[src/rtl/isa_pkg.sv]
// -----------------------------------------------------------------------------
// isa_pkg
// Shared instruction-set definitions: opcode constants, field widths and bit
// positions of the 32-bit instruction word, the encoder FSM state type, and
// helpers to check an opcode for legality and to pack the fields into a word.
// Word layout: [31:26] op, [25:23] rd, [22:20] r1, [19:17] r2,
//              [16:9] i1, [8:1] i2, [0] always 0.
// -----------------------------------------------------------------------------
package isa_pkg;

    localparam int OP_W   = 6;
    localparam int REG_W  = 3;
    localparam int IMM_W  = 8;
    localparam int WORD_W = 32;

    localparam logic [OP_W-1:0] OP_NOP   = 6'b000000;
    localparam logic [OP_W-1:0] OP_SUMA  = 6'b000001;
    localparam logic [OP_W-1:0] OP_RESTA = 6'b000010;

    localparam int OP_LSB = 26;
    localparam int RD_LSB = 23;
    localparam int R1_LSB = 20;
    localparam int R2_LSB = 17;
    localparam int I1_LSB = 9;
    localparam int I2_LSB = 1;

    typedef enum logic [1:0] {
        ST_IDLE = 2'd0,
        ST_RUN  = 2'd1,
        ST_FULL = 2'd2
    } state_t;

    function automatic logic is_legal(input logic [OP_W-1:0] op);
        return (op == OP_NOP) || (op == OP_SUMA) || (op == OP_RESTA);
    endfunction

    function automatic logic [WORD_W-1:0] encode(
        input logic [OP_W-1:0]  op,
        input logic [REG_W-1:0] rd,
        input logic [REG_W-1:0] r1,
        input logic [REG_W-1:0] r2,
        input logic [IMM_W-1:0] i1,
        input logic [IMM_W-1:0] i2
    );
        logic [WORD_W-1:0] w;
        w = '0;
        w[OP_LSB +: OP_W]  = op;
        w[RD_LSB +: REG_W] = rd;
        w[R1_LSB +: REG_W] = r1;
        w[R2_LSB +: REG_W] = r2;
        w[I1_LSB +: IMM_W] = i1;
        w[I2_LSB +: IMM_W] = i2;
        return w;
    endfunction

endpackage

[src/rtl/instr_fifo.sv]
// -----------------------------------------------------------------------------
// instr_fifo
// Small synchronous FIFO holding encoded instruction words. The head word is
// visible combinationally on dout so the writer can present it the same cycle
// the entry becomes valid. Push and pop in the same cycle leave count unchanged.
// Ports:
//   clk, rst          clock, synchronous active-high reset (empties the FIFO)
//   push, din         write din when not full
//   pop               drop the head entry when not empty
//   dout              head entry (undefined content while empty)
//   full, empty       status flags
//   count             number of stored entries (0..DEPTH)
// -----------------------------------------------------------------------------
module instr_fifo #(
    parameter int DEPTH = 4,
    parameter int W     = 32,
    localparam int PW   = $clog2(DEPTH)
) (
    input  logic          clk,
    input  logic          rst,
    input  logic          push,
    input  logic [W-1:0]  din,
    input  logic          pop,
    output logic [W-1:0]  dout,
    output logic          full,
    output logic          empty,
    output logic [PW:0]   count
);

    logic [W-1:0]  r_mem [DEPTH];
    logic [PW-1:0] r_wr_ptr;
    logic [PW-1:0] r_rd_ptr;
    logic [PW:0]   r_count;
    logic          w_do_push;
    logic          w_do_pop;

    assign full      = (r_count == (PW+1)'(DEPTH));
    assign empty     = (r_count == '0);
    assign count     = r_count;
    assign dout      = r_mem[r_rd_ptr];
    assign w_do_push = push && !full;
    assign w_do_pop  = pop && !empty;

    // Storage is plain registers, no reset: contents are only observed
    // through entries that were written after reset.
    genvar gi;
    generate
        for (gi = 0; gi < DEPTH; gi++) begin : g_entry
            always_ff @(posedge clk) begin
                if (w_do_push && (r_wr_ptr == PW'(gi))) begin
                    r_mem[gi] <= din;
                end
            end
        end
    endgenerate

    // DEPTH is a power of two, so the pointers wrap naturally.
    always_ff @(posedge clk) begin
        if (rst) begin
            r_wr_ptr <= '0;
            r_rd_ptr <= '0;
            r_count  <= '0;
        end else begin
            if (w_do_push) begin
                r_wr_ptr <= r_wr_ptr + PW'(1);
            end
            if (w_do_pop) begin
                r_rd_ptr <= r_rd_ptr + PW'(1);
            end
            case ({w_do_push, w_do_pop})
                2'b10:   r_count <= r_count + (PW+1)'(1);
                2'b01:   r_count <= r_count - (PW+1)'(1);
                default: r_count <= r_count;
            endcase
        end
    end

endmodule

[src/rtl/instr_encoder.sv]
// -----------------------------------------------------------------------------
// instr_encoder
// Accepts instruction field tuples, encodes them into 32-bit words in a
// one-entry encode stage, queues legal words in instr_fifo and writes them to
// an instruction memory at consecutive addresses. Illegal opcodes are dropped
// and counted. The address counter wraps after the last address and sets a
// sticky mem_full flag that blocks new input until clr.
// Ports:
//   clk, rst                   clock, synchronous active-high reset
//   in_valid / in_ready        input handshake for the field tuple
//   op, rd, r1, r2, i1, i2     instruction fields
//   mem_we / mem_ready         memory write handshake
//   mem_addr, mem_wdata        write address and encoded word
//   clr                        clears mem_full and the address counter
//   mem_full                   sticky "last address written" flag
//   err, err_cnt               illegal-opcode pulse and saturating count
// -----------------------------------------------------------------------------
module instr_encoder
    import isa_pkg::*;
#(
    parameter int DEPTH = 4,
    parameter int AW    = 8
) (
    input  logic              clk,
    input  logic              rst,
    input  logic              in_valid,
    output logic              in_ready,
    input  logic [OP_W-1:0]   op,
    input  logic [REG_W-1:0]  rd,
    input  logic [REG_W-1:0]  r1,
    input  logic [REG_W-1:0]  r2,
    input  logic [IMM_W-1:0]  i1,
    input  logic [IMM_W-1:0]  i2,
    output logic              mem_we,
    input  logic              mem_ready,
    output logic [AW-1:0]     mem_addr,
    output logic [WORD_W-1:0] mem_wdata,
    input  logic              clr,
    output logic              mem_full,
    output logic              err,
    output logic [7:0]        err_cnt
);

    localparam int CW = $clog2(DEPTH) + 1;

    state_t            r_state;
    state_t            w_state_next;
    logic              r_stage_v;
    logic              r_stage_legal;
    logic [WORD_W-1:0] r_stage_word;
    logic [AW-1:0]     r_addr;
    logic [7:0]        r_err_cnt;

    logic              w_accept;
    logic              w_push;
    logic              w_pop;
    logic              w_wrap;
    logic              w_fifo_full;
    logic              w_fifo_empty;
    logic [WORD_W-1:0] w_fifo_head;
    logic [CW-1:0]     w_fifo_count;
    logic [CW-1:0]     w_occ;
    logic [CW-1:0]     w_cnt_next;
    logic              w_pending_next;

    // Occupancy includes the encode stage, which always empties into the FIFO
    // on the following edge; keeping one spare slot means that move never
    // needs to stall even when the memory is not accepting writes.
    assign w_occ    = w_fifo_count + CW'(r_stage_v);
    assign in_ready = (r_state != ST_FULL) && (w_occ < CW'(DEPTH - 1));
    assign w_accept = in_valid && in_ready;

    assign w_push   = r_stage_v && r_stage_legal && !w_fifo_full;
    assign mem_we   = !w_fifo_empty;
    assign w_pop    = mem_we && mem_ready;
    assign w_wrap   = w_pop && (r_addr == {AW{1'b1}});

    assign mem_addr  = r_addr;
    assign mem_wdata = w_fifo_empty ? '0 : w_fifo_head;
    assign mem_full  = (r_state == ST_FULL);
    assign err       = r_stage_v && !r_stage_legal;
    assign err_cnt   = r_err_cnt;

    // Anything left to write after this edge: a newly accepted tuple or FIFO
    // entries (a legal stage word is already counted via the push).
    assign w_cnt_next     = w_fifo_count + CW'(w_push) - CW'(w_pop);
    assign w_pending_next = w_accept || (w_cnt_next != '0);

    instr_fifo #(
        .DEPTH (DEPTH),
        .W     (WORD_W)
    ) u_fifo (
        .clk   (clk),
        .rst   (rst),
        .push  (w_push),
        .din   (r_stage_word),
        .pop   (w_pop),
        .dout  (w_fifo_head),
        .full  (w_fifo_full),
        .empty (w_fifo_empty),
        .count (w_fifo_count)
    );

    always_comb begin
        w_state_next = r_state;
        case (r_state)
            ST_IDLE: begin
                if (w_pending_next) begin
                    w_state_next = ST_RUN;
                end
            end
            ST_RUN: begin
                // clr on the wrap write wins: the flag never gets set.
                if (w_wrap && !clr) begin
                    w_state_next = ST_FULL;
                end else if (!w_pending_next) begin
                    w_state_next = ST_IDLE;
                end
            end
            ST_FULL: begin
                if (clr) begin
                    w_state_next = w_pending_next ? ST_RUN : ST_IDLE;
                end
            end
            default: w_state_next = ST_IDLE;
        endcase
    end

    always_ff @(posedge clk) begin
        if (rst) begin
            r_state       <= ST_IDLE;
            r_stage_v     <= 1'b0;
            r_stage_legal <= 1'b0;
            r_stage_word  <= '0;
            r_addr        <= '0;
            r_err_cnt     <= '0;
        end else begin
            r_state   <= w_state_next;
            r_stage_v <= w_accept;
            if (w_accept) begin
                r_stage_word  <= encode(op, rd, r1, r2, i1, i2);
                r_stage_legal <= is_legal(op);
            end
            if (clr) begin
                r_addr <= '0;
            end else if (w_pop) begin
                r_addr <= r_addr + AW'(1);
            end
            if (err && (r_err_cnt != 8'hFF)) begin
                r_err_cnt <= r_err_cnt + 8'd1;
            end
        end
    end

endmodule

[config.mk]
export PLATFORM = sky130hd
export DESIGN_NAME = instr_encoder
export DESIGN_NICKNAME = d
export VERILOG_FILES = /design/src/rtl/isa_pkg.sv /design/src/rtl/instr_fifo.sv /design/src/rtl/instr_encoder.sv
export SDC_FILE = /design/constraint.sdc
export NUM_CORES = 1
export LEC_CHECK = 0
export ABC_AREA = 1
export ABC_CLOCK_PERIOD_IN_PS = 4000
export BUFFER_PORTS_ARGS = -buffer_cell sky130_fd_sc_hd__buf_4
export CORE_AREA = 2 2 118 120
export CTS_CLUSTER_DIAMETER = 80
export CTS_CLUSTER_SIZE = 30
export DETAILED_ROUTE_END_ITERATION = 6
export DIE_AREA = 0 0 120 122
export GPL_ROUTABILITY_DRIVEN = 1
export GPL_TIMING_DRIVEN = 0
export PLACE_DENSITY = 0.8
export SYNTH_ARGS = -nofsm -noshare
export SYNTH_HDL_FRONTEND = slang
export SYNTH_SLANG_ARGS = --single-unit
[constraint.sdc]
create_clock -name clk -period 4 [get_ports clk]
set_input_delay 0.8 -clock clk [delete_from_list [all_inputs] [get_ports clk]]
set_output_delay 0.8 -clock clk [all_outputs]
set_load 0.05 [all_outputs]
=== Yosys cells after proc, flatten, opt, wreduce, memory -nomap -nowiden ===
Memories as Yosys holds them, arrays and structs flattened. A register that Yosys moved wholly into a read port is not among the register bits.
Cells that the tools add are included.

* Input port bits: 36
* Memories kept: 1
* Logic and storage cells: 96
* Output and inout port bits: 52
* Flip-flop bits (word level): 58
* RAM bits: 124

{| class="wikitable"
|+ Memories
! name !! depth !! width !! rd ports !! clocked after Yosys merged registers in !! wr ports !! line !! source
|-
| u_fifo.r_mem || 4 || 31 || 1 || 1 || 1 || instr_fifo.sv:30 || <nowiki>logic [W-1:0] r_mem [DEPTH];</nowiki>
|}

* Reductions and logical operators: 33
* Add/sub/neg operators: 9
* Multiplexer cells: 27
* Equal/unequal tests: 16
* $lt $le $gt $ge: 1

{| class="wikitable"
|+ Operators with widths
! cell !! count
|-
| 31-bit two-way mux || 3
|-
| 31-bit OR reduction || 3
|-
| 32-bit two-way mux || 1
|-
| 2-bit two-way mux || 9
|-
| 8-bit by 1-bit adder with 8-bit output (second input constant) || 2
|-
| 1-bit logical AND || 15
|-
| 1-bit two-way mux || 12
|-
| 2-bit equality test (second input constant) || 4
|-
| 8-bit equality test (second input constant) || 1
|-
| 8-bit inequality test (second input constant) || 1
|-
| 3-bit by 1-bit adder with 3-bit output || 2
|-
| 2-bit by 1-bit equality test with 1-bit output (second input constant) || 3
|-
| 6-bit by 1-bit equality test with 1-bit output (second input constant) || 1
|-
| 6-bit by 2-bit equality test with 1-bit output (second input constant) || 1
|-
| 6-bit logical NOT || 1
|-
| 2-bit inequality test (second input constant) || 3
|-
| 2-bit one-hot mux with 3 select lines || 1
|-
| 3-bit one-hot mux with 2 select lines || 1
|-
| 2-bit by 1-bit adder with 2-bit output (second input constant) || 2
|-
| 1-bit logical NOT || 4
|-
| 2-bit logical NOT || 2
|-
| 3-bit by 1-bit adder with 3-bit output (second input constant) || 1
|-
| 3-bit equality test (second input constant) || 1
|-
| 3-bit logical NOT || 1
|-
| 9 further kinds || 11
|}

=== Depth between registers and ports, before layout ===
Gate-level depths: netlist (run 1).

* Word-level depth: 11
* Gate-level depth with buffers: 15
* Mapped depth without buffers: 14

=== Hierarchy ===
From an unflattened synthesis (run 1), not the netlist that was laid out.

* Cells, all modules: 766
* Area total of the unflattened synthesis: 8170.3 um^2

{| class="wikitable"
|+ Modules (own cells, without submodules)
! module !! area each (um^2) !! sequential area each (um^2) !! cells an instance !! instances
|-
| instr_fifo || 5276.3 || 4023.9 || 379 || 1
|-
| instr_encoder || 2894.0 || 1021.0 || 387 || 1
|}

=== Least setup slack after synthesis (run 1) ===
OpenSTA, ideal clock, no wires.

* Path kind: register to output
* Start: register u_fifo.r_count[2] (netlist: u_fifo.count[2])
* End: output port mem_wdata[10]
* Arrival time: 1.822 ns
* Data required time: 3.200 ns
* Slack: 1.378 ns
* Stages on the path, launching flop included: 6
* Cells stage by stage: dfxtp_1 inv_2 nand2_2 inv_1 clkbuf_1 a21oi_1

* Longest elaborated chain between the ends: 2

{| class="wikitable"
|+ RTL lines
! what !! line !! source
|-
| from (decl) || instr_fifo.sv:33 || <nowiki>logic [PW:0] r_count;</nowiki>
|-
| from (signal assigned) || instr_fifo.sv:71 || <nowiki>2'b10: r_count <= r_count + (PW+1)'(1);</nowiki>
|-
| from (signal assigned) || instr_fifo.sv:72 || <nowiki>2'b01: r_count <= r_count - (PW+1)'(1);</nowiki>
|-
| from (signal assigned) || instr_fifo.sv:73 || <nowiki>default: r_count <= r_count;</nowiki>
|-
| 3-bit logical NOT || instr_fifo.sv:38 || <nowiki>assign empty = (r_count == '0);</nowiki>
|-
| 32-bit two-way mux || instr_encoder.sv:79 || <nowiki>assign mem_wdata = w_fifo_empty ? '0 : w_fifo_head;</nowiki>
|-
| to (decl) || instr_encoder.sv:37 || <nowiki>output logic [WORD_W-1:0] mem_wdata,</nowiki>
|}

Every way passes these cells.

==> impl_metrics.tcl, run 1 <==
set metrics [dict create \
    status "complete, no violations" \
    rows 43 \
    final_util_pct 69.80 \
    cts_buffers 17 \
    diodes 0 \
    drt_iter0_markers 613 \
    synth_edf_count 124 \
    ir_worst_vdd_uv 340.8 \
    postCtsSetupRepairBufs 0 \
    cts.sinks 184 \
    dp_slack_ns 1.274 \
    dieWidth_microns 120 \
    maxCapViolations 0 \
    hold_depth 2 \
    tightest_slew_ns 0.8322 \
    cts_buffer_depth 2 \
    synth-xor-area-share_pct 0.6723 \
    multi_input_area_sq_mm 0.002529 \
    r2r-end "r_state[0]" \
    rr_worst_depth 15 \
    avgSynthCellArea_sq_um 10.75 \
    io_pins 88 \
    r2r_setup_slack_ns 1.56 \
    first_pass_iters 5 \
    finClkSkew_ns 0.008919 \
    required_ns 3.20 \
    syn2layout_area_growth_pct 20.59 \
    layout-drive-gt1-share_pct 25.27 \
    antenna_found_initial 0 \
    ant_nets 0 \
    criticalPathCategory "flip-flop to output pin" \
    place_area_sq_mm 0.008805 \
    start_util_pct 57.88 \
    syn_area_sq_mm 0.007816 \
    synthMuxAreaShare_pct 0 \
    die_y_microns 122 \
    track_usage_pct 25.95 \
    clock_latency_ns 0.43 \
    final.fill_count 947 \
    holdCritPathClass "flip-flop to flip-flop" \
    yosysMostFrequentCell "nor2_1" \
    min_period_ns 3.017 \
    powerDensity_mw_per_mm2 511.7 \
    grt.overflow.total 0 \
    slew_headroom_pct 44.52 \
    clkTransAtPathRegs_ns 0.06 \
    dpl.cell_count 995 \
    async_flop_share_pct 0 \
    root_buffer "clkbuf_16" \
    netlist_instances 727 \
    synth_compound_area_share_pct 12.12 \
    seq_area_sq_mm 0.004925 \
    gp_congestion 0.8291 \
    via_per_inst 5.573 \
    fin_ws_ns 0.9834 \
    ys_seq_area_share_pct 63.01 \
    synth_top_family_by_area "simple AND/OR/NAND/NOR gates" \
    coreArea_sq_mm 0.01350 \
    grt_pass1_vias 5804 \
    final-setup-viol-count 0 \
    min-delay-start "u_fifo.r_rd_ptr[1]" \
    holdBufCountCts 0 \
    period_share_pct 75.41 \
    cts-resized-gates 0 \
    h-tree-depth 4 \
    grt_max_degree 25 \
    die_area_sq_mm 0.01464 \
    wl_per_cell_microns 17.84 \
    critPathMaxFanout 10 \
    synth-warning-count 0 \
    start_kind "flip-flop" \
    synth_common_cells "nor2_1 (149), edfxtp_1 (124), nand2_1 (73), o21ai_0 (70), dfxtp_1 (60)" \
    tns_ns 0 \
    synth_top_cell_area_share_pct 47.64 \
    synth_largest_area_cell "edfxtp_1" \
    cts_tree "done" \
    finalNetCount 883 \
    fmaxAchievable_ghz 0.3315 \
    dpl.hpwl_mm 11.97 \
    r2r-start "u_fifo.count[0]" \
    hold_viol 0 \
    final_cells 1027 \
    rsz0062_at_grt "no" \
    syn_nets 776 \
    endpoint_kind "output pin" \
    ys_seq_elements 184 \
    synthTopCellsByArea "edfxtp_1 (48%), dfxtp_1 (15%), nor2_1 (7.2%)" \
    drc 0 \
    crit_arrival_ns 2.22 \
    wl_mm 18.33 \
    synth_cell_types 34 \
    final_area_sq_mm 0.009425 \
    p_leak_nw 3.528 \
    synth_fa_ha_area_share_pct 2.273 \
    synth-simple-area-share_pct 16.86 \
    vias 5723 \
    dominantRegCellSynth "edfxtp_1" \
    grt_pass1_wl_mm 28.65 \
    slew_viol_final 0 \
    io_buffers 84 \
]
## metrics by stage
step           hold WS, ns  total power (W)
3_5_place_dp        0.4807         0.003106
3_3_place_gp        0.4544         0.003069
2_1_floorplan       0.4417         0.002800
4_1_cts             0.4913         0.004835
5_1_grt             0.5086         0.004985
6_report            0.4870         0.004823
## worst max-delay path, stage by stage, from the launching register on
cell	delay [ns]
dfxtp_1	0.30
buf_2	0.17
inv_2	0.14
clkbuf_1	0.47
o21ai_0	0.21
a21oi_1	0.25
buf_4	0.25
## cells by family (layout without fill, tap and decap cells)
| kind of cell | Yosys count | count (layout) |
|---|---|---|
| buf+inv | 74 | 194 |
| simple gates | 283 | 283 |
| flops | 184 | 184 |
| other cells | 1 | 1 |
| compound gates | 166 | 166 |
| fa+ha+maj | 13 | 13 |
| xor+xnor | 6 | 6 |
## metal layers
layer	routed length, microns	part of all wire (%)	GRT usage [%]
met1	7101	39	30.26
met2	9464	52	46.45
met3	1414	7.7	6.882
met4	344	1.9	8.824
met5	0	0	0
## report_power, final
part           total (W)  internal, W  switching (W)  leakage [nW]
clock network    0.00175      0.00106       0.000698         0.294
registers        0.00212      0.00208      0.0000484          1.65
logic           0.000945     0.000278       0.000666          1.59
total            0.00482      0.00341        0.00141          3.53
## final cells by class
| class | count | share of cell area (%) |
|---|---|---|
| clock buffer | 19 | 4.699 |
| timing repair buffer | 88 | 7.779 |
| tap | 180 | 2.389 |
| clock inverter | 13 | 1.885 |
| sequential | 184 | 52.25 |
| buffer | 40 | 2.814 |
| multi-input combinational | 469 | 26.83 |
| inverter | 34 | 1.354 |
## worst max path at each step
stage	startpoint	endpoint	slack [ns]	cells after the start
final	flip-flop	mem_wdata[1]	0.98	6
after global routing	flip-flop	mem_wdata[1]	0.80	6
after CTS	flip-flop	mem_wdata[1]	0.91	6
after detailed placement	mem_ready	r_state[0]	1.27	14
after global placement	u_fifo.count[0]	u_fifo.r_mem[0][12]	0.46	4
after floorplan	u_fifo.count[2]	mem_wdata[10]	1.38	5
## flip-flops by register name, indices dropped and copies added, names as in the netlist, 2 cells and up, named ones only
signal	count
r_stage_word	31
u_fifo.r_wr_ptr	2
u_fifo.r_mem	124
err_cnt	8
r_state	2
u_fifo.count	3
mem_addr	8
u_fifo.r_rd_ptr	2
## placed cells by master, fill, tap and decap left out, drive strengths merged, types with 2 or more instances in the layout
cell and count:
xor2 4, fa 2, dfxtp 60, nor2 152, clkbuf 40, inv 34
nand2 78, xnor2 2, clkinv 6, a21oi 86, edfxtp 124, nand3 45
o21ai 77, buf 107, bufinv 4, nor3 4, ha 11, clkinvlp 3
Power figures use the tool's default switching activity.
==> inputs of run 2 (changes only) <==
--- a/config.mk
+++ b/config.mk
@@ -6,16 +6,16 @@
 export NUM_CORES = 1
 export LEC_CHECK = 0
 export ABC_AREA = 1
-export ABC_CLOCK_PERIOD_IN_PS = 4000
+export ABC_CLOCK_PERIOD_IN_PS = 2800
 export BUFFER_PORTS_ARGS = -buffer_cell sky130_fd_sc_hd__buf_4
-export CORE_AREA = 2 2 118 120
+export CORE_AREA = 2 2 120 122
 export CTS_CLUSTER_DIAMETER = 80
 export CTS_CLUSTER_SIZE = 30
 export DETAILED_ROUTE_END_ITERATION = 6
-export DIE_AREA = 0 0 120 122
+export DIE_AREA = 0 0 122 124
 export GPL_ROUTABILITY_DRIVEN = 1
 export GPL_TIMING_DRIVEN = 0
-export PLACE_DENSITY = 0.8
+export PLACE_DENSITY = 0.78
 export SYNTH_ARGS = -nofsm -noshare
 export SYNTH_HDL_FRONTEND = slang
 export SYNTH_SLANG_ARGS = --single-unit
==> constraint.sdc (replaced) <==
create_clock -name clk -period 2.8 [get_ports clk]
set_input_delay 0.56 -clock clk [delete_from_list [all_inputs] [get_ports clk]]
set_output_delay 0.56 -clock clk [all_outputs]
set_load 0.05 [all_outputs]
==> run 2 against run 1 <==
Compared with the run above:
- hold slack got worse by 0.11 ns
- sequential power rose by 43%
- die area rose by 3.3%
- global-route usage fell by 2.2 points
- non-clock buffer count did not move
- first-iteration DRC count fell by 12%
- via count fell by 2.5%
- critical path type unchanged
- largest power group unchanged
==> impl_metrics.tcl, run 2 (synthesized netlist as in run 1, its figures left out) <==
set metrics [dict create \
    status "complete, no violations" \
    criticalPathCategory "flip-flop to output pin" \
    final-setup-viol-count 0 \
    grt.overflow.total 0 \
    dpl.hpwl_mm 11.39 \
    vias 5582 \
    r2r-start "u_fifo.count[1]" \
    r2r-end "r_state[0]" \
    largestRegisters "u_fifo.r_mem: 124 flops, r_stage_word: 31 flops" \
    endpoint_kind "output pin" \
    drt_iter0_markers 537 \
    antenna_found_initial 0 \
    top_register "u_fifo.r_mem" \
    clkTransAtPathRegs_ns 0.07 \
    io_pins 88 \
    postCtsSetupRepairBufs 0 \
    h-tree-depth 4 \
    grt_pass1_vias 5474 \
    hold_viol 0 \
    critPathMaxFanout 10 \
    final_common_cell "nor2_1" \
    drc 0 \
    cts_buffers 17 \
    clock_latency_ns 0.44 \
    wl_mm 17.18 \
    min-delay-start "i1[4]" \
    finalNetCount 883 \
    rsz0062_at_grt "no" \
    track_usage_pct 23.73 \
    maxCapViolations 0 \
    hold_depth 3 \
    syn2layout_area_growth_pct 19.61 \
    first_pass_iters 7 \
    cts_tree "done" \
    finalPower_w 0.006654 \
    gp_congestion 0.8673 \
    largest_reg_flops 124 \
    r2r_setup_slack_ns 0.36 \
    dp_slack_ns 0.3131 \
    wl_per_cell_microns 16.73 \
    die_area_sq_mm 0.01513 \
    die_y_microns 124 \
    seq_area_sq_mm 0.004926 \
    via_per_inst 5.435 \
    grt_pass1_wl_mm 26.94 \
    tightest_slew_ns 0.7492 \
    min_to "r_stage_word[13]" \
    finClkSkew_ns 0.009492 \
    crit_path_top_delay_cell "clkbuf_1" \
    fmaxAchievable_ghz 0.3664 \
    required_ns 2.24 \
    crit_chain "nor2_2 -> nand2_2 -> inv_1 -> clkbuf_1 -> a21oi_1 -> buf_4" \
    slew_headroom_pct 50.05 \
    p_leak_nw 3.512 \
    root_buffer "clkbuf_16" \
    crit_family "buffers and inverters" \
    start_kind "flip-flop" \
    cts-resized-gates 0 \
    coreArea_sq_mm 0.01372 \
    critPathBufInv 3 \
    fin_ws_ns 0.07088 \
    diodes 0 \
    mostFrequentLayoutCells "nor2_1 (145), edfxtp_1 (124), buf_4 (85)" \
    grt_max_degree 26 \
    start_util_pct 56.97 \
    crit_arrival_ns 2.17 \
    rows 43 \
    holdBufCountCts 0 \
    slowest_delay_ns 0.51 \
    whs_ns 0.3774 \
    ir_worst_vdd_uv 449.2 \
    powerDensity_mw_per_mm2 711.8 \
    cts.sinks 184 \
    layout-drive-gt1-share_pct 25.97 \
    cts_buffer_depth 2 \
    ant_nets 0 \
    dieWidth_microns 122 \
    rr_worst_depth 15 \
    final.fill_count 996 \
    io_buffers 84 \
    multi_input_area_sq_mm 0.002529 \
    slew_viol_final 0 \
    period_share_pct 97.47 \
    holdCritPathClass "input pin to flip-flop" \
    min_period_ns 2.729 \
]
==> run 2: cell types whose count changed in the layout (fill, tap and decap cells not counted), moves of 3 or more <==
cell       change
inv_6          +4
buf_12         +3
buf_16         -3
bufinv_16      -3
clkbuf_1       -3
clkbuf_2       +3
==> run 2: worst max-delay path by stage <==
| stage | from | endpoint | slack, ns | cells past startpoint |
|---|---|---|---|---|
| after CTS | u_fifo.count[0] | in_ready | 0.04 | 9 |
| after global placement | u_fifo.count[0] | u_fifo.r_mem[1][9] | -0.73 | 4 |
| after floorplan | u_fifo.count[0] | u_fifo.r_mem[0][0] | 0.36 | 4 |
| final | u_fifo.count[1] | mem_wdata[14] | 0.07 | 6 |
| after global routing | r_stage_v | in_ready | 0.001 | 9 |
| after detailed placement | mem_ready | r_state[0] | 0.31 | 14 |
==> run 2: cell type report <==
type | count | area share [%]
tap | 180 | 2.409
clock inverter | 13 | 1.271
clock buffer | 19 | 4.738
timing repair buffer | 88 | 7.602
sequential | 184 | 52.69
inverter | 34 | 1.365
buffer | 40 | 2.877
multi-input combinational | 469 | 27.05
==> run 2: per-layer routing <==
layer  wire length (microns)  part of all wire, %  up-vias  global-route usage (%)
met5                       0                    0        -                       0
met4                     368                  2.1        0                   10.78
met3                    1160                  6.8       30                   5.311
met2                    8807                   51      208                   41.24
met1                    6843                   40     2642                   28.33
li1                        -                    -     2702                       -
==> run 2: worst register-to-register path: stages (launching register included) <==
cell and delay, ns:
dfxtp_1 0.37, nor2_2 0.14, nand2_2 0.11, nand2_4 0.12, inv_2 0.05, buf_6 0.14, ha_1 0.27, inv_1 0.04
ha_1 0.18, fa_1 0.39, inv_1 0.08, nand3_1 0.08, nand2_1 0.07, nand3_1 0.11, nand3_1 0.11, a21oi_1 0.06
==> run 2: power breakdown <==
group / leakage (nW) / switching, W / internal, W
logic: 1.58 / 0.000943 / 0.000400
clock network: 0.281 / 0.00102 / 0.00126
registers: 1.65 / 0.0000659 / 0.00297
total: 3.51 / 0.00203 / 0.00462
==> run 2: metrics by stage <==
stage	instance area [sq um]	std cells	util, %	setup TNS (ns)
after floorplan	7816	727	-	0
after global placement	8672	991	63.21	-88.39
after detailed placement	8782	995	64.01	0
after global routing	9349	1027	68.14	0
after CTS	9344	1027	68.11	0
final	9349	1027	68.14	0
